## config.mk

```make
export PLATFORM = sky130hd
export DESIGN_NAME = mem_bist_master
export DESIGN_NICKNAME = d
export VERILOG_FILES = /design/src/rtl/mem_bist_master.sv
export SDC_FILE = /design/constraint.sdc
export NUM_CORES = 1
export LEC_CHECK = 0
export ABC_AREA = 1
export CORE_MARGIN = 10
export CORE_UTILIZATION = 36
export CTS_CLUSTER_DIAMETER = 30
export CTS_CLUSTER_SIZE = 24
export DETAILED_ROUTE_END_ITERATION = 6
export PLACE_DENSITY = 0.78
export SETUP_SLACK_MARGIN = 0.4
export SKIP_CTS_REPAIR_TIMING = 1
export SYNTH_ARGS = -nofsm -noshare
export SYNTH_HDL_FRONTEND = slang
export SYNTH_SLANG_ARGS = --single-unit
```

## constraint.sdc

```tcl
create_clock -name clk -period 1.9 [get_ports clk]
set_input_delay 0.19 -clock clk [delete_from_list [all_inputs] [get_ports clk]]
set_output_delay 0.19 -clock clk [all_outputs]
set_load 0.005 [all_outputs]
```

## src/rtl/mem_bist_master.sv

```systemverilog
// March self-test initiator for the data memory: W0, R0, W1 (inverted), R1, then pass/fail report.
// Latency: 4*WORDS+3 cycles from the start edge to the done pulse; read data is expected 1 cycle after a read request.
// Backpressure: none; one request per cycle, and start is ignored while a run is in progress.
module mem_bist_master #(
  parameter int                ADDR_W    = 32,
  parameter int                DATA_W    = 32,
  parameter int                WORDS     = 16,
  parameter logic [ADDR_W-1:0] BASE_ADDR = '0,
  parameter int                ADDR_STEP = 4,
  parameter logic [DATA_W-1:0] SEED      = DATA_W'(32'hA5A5_0000),
  parameter int                ERR_W     = 8
) (
  input  logic              clk,
  input  logic              rst_n,
  input  logic              start,
  input  logic [DATA_W-1:0] mem_rdata,
  output logic [ADDR_W-1:0] mem_addr,
  output logic [DATA_W-1:0] mem_wdata,
  output logic              mem_en,
  output logic              mem_wr,
  output logic              busy,
  output logic              done,
  output logic              pass,
  output logic [ERR_W-1:0]  err_count,
  output logic [ADDR_W-1:0] first_fail_addr
);

  localparam int IDX_W = (WORDS > 1) ? $clog2(WORDS) : 1;

  typedef enum logic [2:0] {
    S_IDLE, S_WR0, S_RD0, S_CHK0, S_WR1, S_RD1, S_CHK1, S_DONE
  } state_t;

  state_t              state_q, state_d;
  logic [IDX_W-1:0]    idx_q, idx_d;
  logic                last_idx;
  logic                inv;
  logic                start_run;
  logic [DATA_W-1:0]   pat;

  // Compare pipeline: expectation captured with each read request, checked one cycle later.
  logic                cmp_vld_q;
  logic [DATA_W-1:0]   exp_q;
  logic [ADDR_W-1:0]   cmp_addr_q;
  logic                mismatch;

  logic [ERR_W-1:0]    err_q, err_next;
  logic [ADDR_W-1:0]   ffa_q;
  logic                pass_q;

  assign last_idx  = (idx_q == IDX_W'(WORDS - 1));
  assign start_run = (state_q == S_IDLE) && start;
  assign inv       = (state_q == S_WR1) || (state_q == S_RD1);
  assign pat       = inv ? ~(SEED + DATA_W'(idx_q)) : (SEED + DATA_W'(idx_q));

  always_comb begin
    state_d = state_q;
    idx_d   = idx_q;
    mem_en  = 1'b0;
    mem_wr  = 1'b0;
    busy    = 1'b0;
    done    = 1'b0;
    case (state_q)
      S_IDLE: begin
        if (start) begin
          state_d = S_WR0;
          idx_d   = '0;
        end
      end
      S_WR0, S_WR1: begin
        mem_en = 1'b1;
        mem_wr = 1'b1;
        busy   = 1'b1;
        idx_d  = last_idx ? '0 : idx_q + IDX_W'(1);
        if (last_idx) state_d = (state_q == S_WR0) ? S_RD0 : S_RD1;
      end
      S_RD0, S_RD1: begin
        mem_en = 1'b1;
        busy   = 1'b1;
        idx_d  = last_idx ? '0 : idx_q + IDX_W'(1);
        if (last_idx) state_d = (state_q == S_RD0) ? S_CHK0 : S_CHK1;
      end
      S_CHK0: begin
        busy    = 1'b1;
        state_d = S_WR1;
      end
      S_CHK1: begin
        busy    = 1'b1;
        state_d = S_DONE;
      end
      S_DONE: begin
        done    = 1'b1;
        state_d = S_IDLE;
      end
      default: state_d = S_IDLE;
    endcase
  end

  assign mem_addr  = mem_en ? (BASE_ADDR + ADDR_W'(idx_q) * ADDR_W'(ADDR_STEP)) : '0;
  assign mem_wdata = (mem_en && mem_wr) ? pat : '0;

  assign mismatch = cmp_vld_q && (mem_rdata != exp_q);
  assign err_next = (mismatch && (err_q != '1)) ? err_q + ERR_W'(1) : err_q;

  always_ff @(posedge clk or negedge rst_n) begin
    if (!rst_n) begin
      state_q    <= S_IDLE;
      idx_q      <= '0;
      cmp_vld_q  <= 1'b0;
      exp_q      <= '0;
      cmp_addr_q <= '0;
      err_q      <= '0;
      ffa_q      <= '0;
      pass_q     <= 1'b0;
    end else begin
      state_q   <= state_d;
      idx_q     <= idx_d;
      cmp_vld_q <= mem_en && !mem_wr;
      if (mem_en && !mem_wr) begin
        exp_q      <= pat;
        cmp_addr_q <= mem_addr;
      end
      if (start_run) begin
        err_q  <= '0;
        ffa_q  <= '0;
        pass_q <= 1'b0;
      end else begin
        err_q <= err_next;
        // err_q never returns to zero within a run, so zero means no earlier mismatch.
        if (mismatch && (err_q == '0)) ffa_q <= cmp_addr_q;
        if (state_q == S_CHK1) pass_q <= (err_next == '0);
      end
    end
  end

  assign err_count       = err_q;
  assign first_fail_addr = ffa_q;
  assign pass            = pass_q;

endmodule
```

Yosys cells after proc, flatten, opt, wreduce, memory -nomap -nowiden
Index checks and enable logic that the tools add are counted.

operators by class
  reduce and logical (&&, ||, !) cells = 20
  $add $sub $neg = 3
  bitwise logic cells = 1
  multiplexer cells = 22
  eq/ne operators = 13

operator list
  operator                                              number
  2-to-1 mux 32 bit                                     4
  adder 32 x 4 -> 32 bit (first input constant)         1
  inequality test 32 bit                                1
  inverter 32 bit                                       1
  one-hot mux 3 bit (6 select lines)                    1
  logical NOT 8 bit                                     2
  2-to-1 mux 8 bit                                      2
  2-to-1 mux 3 bit                                      5
  equality test 3 bit (second input constant)           4
  adder 8 x 1 -> 8 bit (second input constant)          1
  2-to-1 mux 4 bit                                      2
  inequality test 8 bit (second input constant)         1
  one-hot mux 4 bit (2 select lines)                    1
  equality test 3 x 2 -> 1 bit (second input constant)  2
  logical AND 1 bit                                     6
  2-to-1 mux 1 bit                                      6
  2-to-1 mux 6 bit                                      1
  inequality test 2 bit (second input constant)         3
  nonzero test 2 bit                                    3
  OR reduction 6 bit                                    1
  adder 4 x 1 -> 4 bit (second input constant)          1
  equality test 4 bit (second input constant)           1
  OR reduction 2 bit                                    2
  OR reduction 4 bit                                    1
  6 further kinds                                       6

storage, ports and cells
  register bits = 113
  logic and storage cells = 67
  input bits = 35
  output and inout port bits = 109

Depth between registers and ports, before layout
  depth in word-level cells = 7
  mapped depth = 16

Worst setup path after synthesis
No wires, ideal clock.

  kind = register to register
  start point = register state_q[0]
  end point = register exp_q[29]
  clock period less this slack = 1858 ps
  arrival time = 1719 ps
  data required time = 1760 ps
  path buffers = 1
  stages on the path, launching flop included = 12
  library setup time = 140 ps
  slack = 42 ps
  cells stage by stage = dfrtp_1 inv_1 ha_1 nand2_1 inv_2 nor2_2 inv_2 nor2_2 inv_2 buf_2 nand2_1 o21ai_1

on the way
  word-level cells in the longest chain between the ends = 5
  elaborated cells between the ends (all ways) = 12
  classes of those cells = 4 x eq/ne; 3 x mux; 5 x reduce/logical

ends and longest elaborated chain
  what                                                                 line  source
  start, declared                                                      34    state_t state_q, state_d;
  start signal, assigned                                               116   state_q <= state_d;
  equality test 3 bit or equality test 3 x 1 -> 1 bit (tied branches)  63    case (state_q)
  OR reduction 2 bit (*)                                               63
  2-to-1 mux 1 bit (*)                                                 63
  named net mem_wr                                                     20    output logic mem_wr,
  logical NOT 1 bit (*)                                                119   if (mem_en && !mem_wr) begin
  logical AND 1 bit (*)                                                119
  end signal, assigned                                                 120   exp_q <= pat;
  end, declared                                                        43    logic [DATA_W-1:0] exp_q;

The timed path passes the listed nets; every way through them passes the cells marked *.
A chain may end at the register's enable or synchronous reset.

Worst setup path in the final report
  start point = register state_q[1]
  end point = output port mem_wdata[0]

on the way
  word-level cells in the longest chain between the ends = 5
  elaborated cells between the ends (all ways) = 12
  classes of those cells = 4 x eq/ne; 4 x mux; 4 x reduce/logical

ends and longest elaborated chain
  what                                                                       line    source
  equality test 3 bit, or another cell as far along                          53, 63
  OR reduction 4 bit (no source line) or OR reduction 2 bit (tied branches)  -
  2-to-1 mux 1 bit                                                           63
  logical AND 1 bit                                                          100     assign mem_wdata = (mem_en && mem_wr) ? pat : '0;
  2-to-1 mux 32 bit (*)                                                      100
  end, declared                                                              18      output logic [DATA_W-1:0] mem_wdata,

Every way passes the cells marked *; elsewhere a longest branch is shown, timed or not.

==> impl_metrics.py <==
metrics = {
    "layout": {
        "area_growth_pct": 62.51,
        "drive_gt1_share_pct": 37.74,
        "fill_cells": 603,
        "layout_common_cells": "66 x nand2_1, 61 x buf_6, 56 x conb_1",
        "register_area_um2": 780.7,
        "fin_nets": 555,
        "diodes": 0,
        "final_common_cell": "nand2_1",
        "final_core_util_pct": 60.19,
        "multi_input_area_um2": 1593,
    },
    "drt": {
        "firstDrtPassIters": 4,
        "avgRoutedWirePerCell_um": 14.80,
        "viasPerCell": 4.434,
        "num_vias": 2718,
        "drtAntennaViolNets": 0,
        "wl_um": 9072,
        "drc": 0,
        "dr.first_iter.drc_count": 195,
    },
    "sta": {
        "setup_violations": 3,
        "skew_ns": 0.009042,
        "post-route-period-util_pct": 105.1,
        "fin_crit_ns": 1.997,
        "grt_setup_unrepaired": "true",
        "slew_viol_final": 0,
        "holdWs_ns": 0.2958,
        "tns_ns": -0.2015,
        "hold_viol_final": 0,
        "fmax_mhz": 500.7,
        "worst_slack_ns": -0.09709,
    },
    "critical_path": {
        "crit_fanout": 4,
        "cp-start-kind": "register",
        "arrival_ns": 1.81,
        "crit_start": "state_q[1]",
        "required_ns": 1.71,
        "end_kind": "output port",
        "reg2reg_from": "exp_q[30]",
        "crit_type": "reg -> out",
    },
    "placed_design": {
        "io_buffers": 87,
        "hpwlAfterDp_um": 6211,
        "globalplace.congestion": 0.9485,
    },
    "power": {
        "p_per_area_nw_per_um2": 1723,
        "ir_worst_vdd_uv": 1050,
        "p_leak_nw": 2.261,
    },
    "floorplanning": {
        "die_w_um": 106.4,
        "die_y_um": 106.4,
        "rows": 31,
        "pin_count": 144,
        "core_area_um2": 7253,
        "die_area_um2": 11320,
        "initial_core_util_pct": 37.04,
    },
    "yosys": {
        "yosys_register_bits": 31,
        "ys_types": 27,
        "yosysSeqAreaShare_pct": 28.88,
        "synth_area_leader_cell": "dfrtp_1",
        "syn_area_um2": 2686,
        "synth_top_area_share_pct": 28.88,
        "synth_area_leaders": "dfrtp_1 29%, buf_4 23%, nand2_1 12%",
        "syn_area_per_cell_um2": 6.977,
        "syn_inst": 385,
        "synth_warnings": 0,
    },
    "cts": {
        "htree_num_levels": 2,
        "root_buffer": "clkbuf_8",
        "clk_path_buf_depth": 2,
        "clk_latency_ns": 0.28,
        "cts_tree": "yes",
        "cts_made_buffers": 5,
        "clock-sinks": 31,
        "path_clk_slew_ns": 0.07,
    },
    "hold_path": {
        "hp-class": "in -> async",
    },
    "run": {
        "drv_cap": 0,
    },
    "global_route": {
        "antenna_found_initial": 0,
        "grt_pass1_vias": 2575,
        "grt_max_degree": 32,
        "grt_pass1_wl_um": 12380,
        "grtUsageTotal_pct": 12.89,
        "grt-ovfl-total": 0,
    },
    "status": {
        "status": "complete, but fails checks",
        "violations": "negative setup slack",
    },
}
critical path, stage by stage, from the launching register on:
cell and delay, ns:
dfrtp_1 0.41, inv_2 0.12, ha_4 0.17, inv_4 0.04, o21ai_2 0.16, buf_6 0.15, buf_6 0.10, xor2_2 0.15
nor2_1 0.06, dlymetal6s2s_1 0.15
cell type report:
cell class | count | share of cell area [%]
multi-input cells | 274 | 36.49
repair buffers | 149 | 34.25
flip-flops and latches | 31 | 17.88
inverters | 49 | 4.844
well taps | 99 | 2.837
clock buffers | 6 | 1.892
repair inverters | 3 | 1.003
clock inverters | 2 | 0.8025
registers in the layout, summed over array words and instances, names as in the netlist:
register / cells
state_q: 3
cmp_addr_q: 4
pass: 1
cmp_vld_q: 1
first_fail_addr: 4
exp_q: 6
idx_q: 4
err_count: 8
synthesized netlist by cell type:
| cell | number |
|---|---|
| nand2_1 | 84 |
| a21oi_1 | 4 |
| nand3_1 | 14 |
| o31ai_1 | 1 |
| buf_2 | 2 |
| a31oi_1 | 2 |
| a21oi_2 | 1 |
| dfrtp_1 | 31 |
| buf_6 | 2 |
| inv_1 | 40 |
| ha_1 | 7 |
| conb_1 | 1 |
| nor4_1 | 1 |
| nand3_2 | 3 |
| nand4_2 | 2 |
| nand4_1 | 8 |
| nor2_2 | 2 |
| buf_4 | 82 |
| o21ai_0 | 16 |
| xnor2_1 | 1 |
| nand3b_1 | 5 |
| nand2_2 | 1 |
| xor2_1 | 8 |
| clkinv_1 | 2 |
| nor2_1 | 51 |
| inv_2 | 7 |
| o21ai_1 | 7 |
where the power goes:
part	leakage (nW)	switching (W)	internal [W]
Sequential	0.391	0.000351	0.000955
Clock	0.0612	0.000257	0.000424
Combinational	1.81	0.00261	0.00293
per-layer routing:
layer | track usage, % | vias to the layer above | part of all wire [%]
li1 | - | 1316 | -
met1 | 14.36 | 1269 | 37
met2 | 22.00 | 123 | 51
met3 | 6.341 | 10 | 11
met4 | 2.224 | 0 | 1.1
met5 | 0 | - | 0
final timing paths:
| check | to | slack (ns) | depth (start not counted) |
|---|---|---|---|
| worst max register to register | pass | -0.04 | 15 |
| min in group clk | exp_q[0] | 0.51 | 2 |
| max in group asynchronous | exp_q[30] | 1.29 | 2 |
| worst min register to register | exp_q[0] | 0.51 | 2 |
| worst max-delay path | mem_wdata[0] | -0.1 | 9 |
| worst min-delay path | state_q[1] | 0.30 | 2 |
metrics by stage:
stage | std cells | area, µm² | total power [W] | worst slack, ns
after floorplan | 440 | 3000 | 0.003415 | 0.3079
after global placement | 565 | 3532 | 0.004911 | -0.1577
after detailed placement | 565 | 3532 | 0.004991 | -0.2097
after CTS | 573 | 3650 | 0.005691 | -0.3065
after global routing | 613 | 4365 | 0.008055 | -0.1939
final | 613 | 4365 | 0.007520 | -0.09709
kinds of logic (layout without fill, tap and decap cells):
kind of cell	Yosys count	count (layout)	share of synthesized area, %
buf+inv	135	209	30.97
compound gates	31	31	6.102
flops	31	31	28.88
xor+xnor	9	9	2.934
simple gates	171	171	27.71
other cells	1	56	0.1396
fa+ha+maj	7	7	3.260
Power figures use the tool's default switching activity.
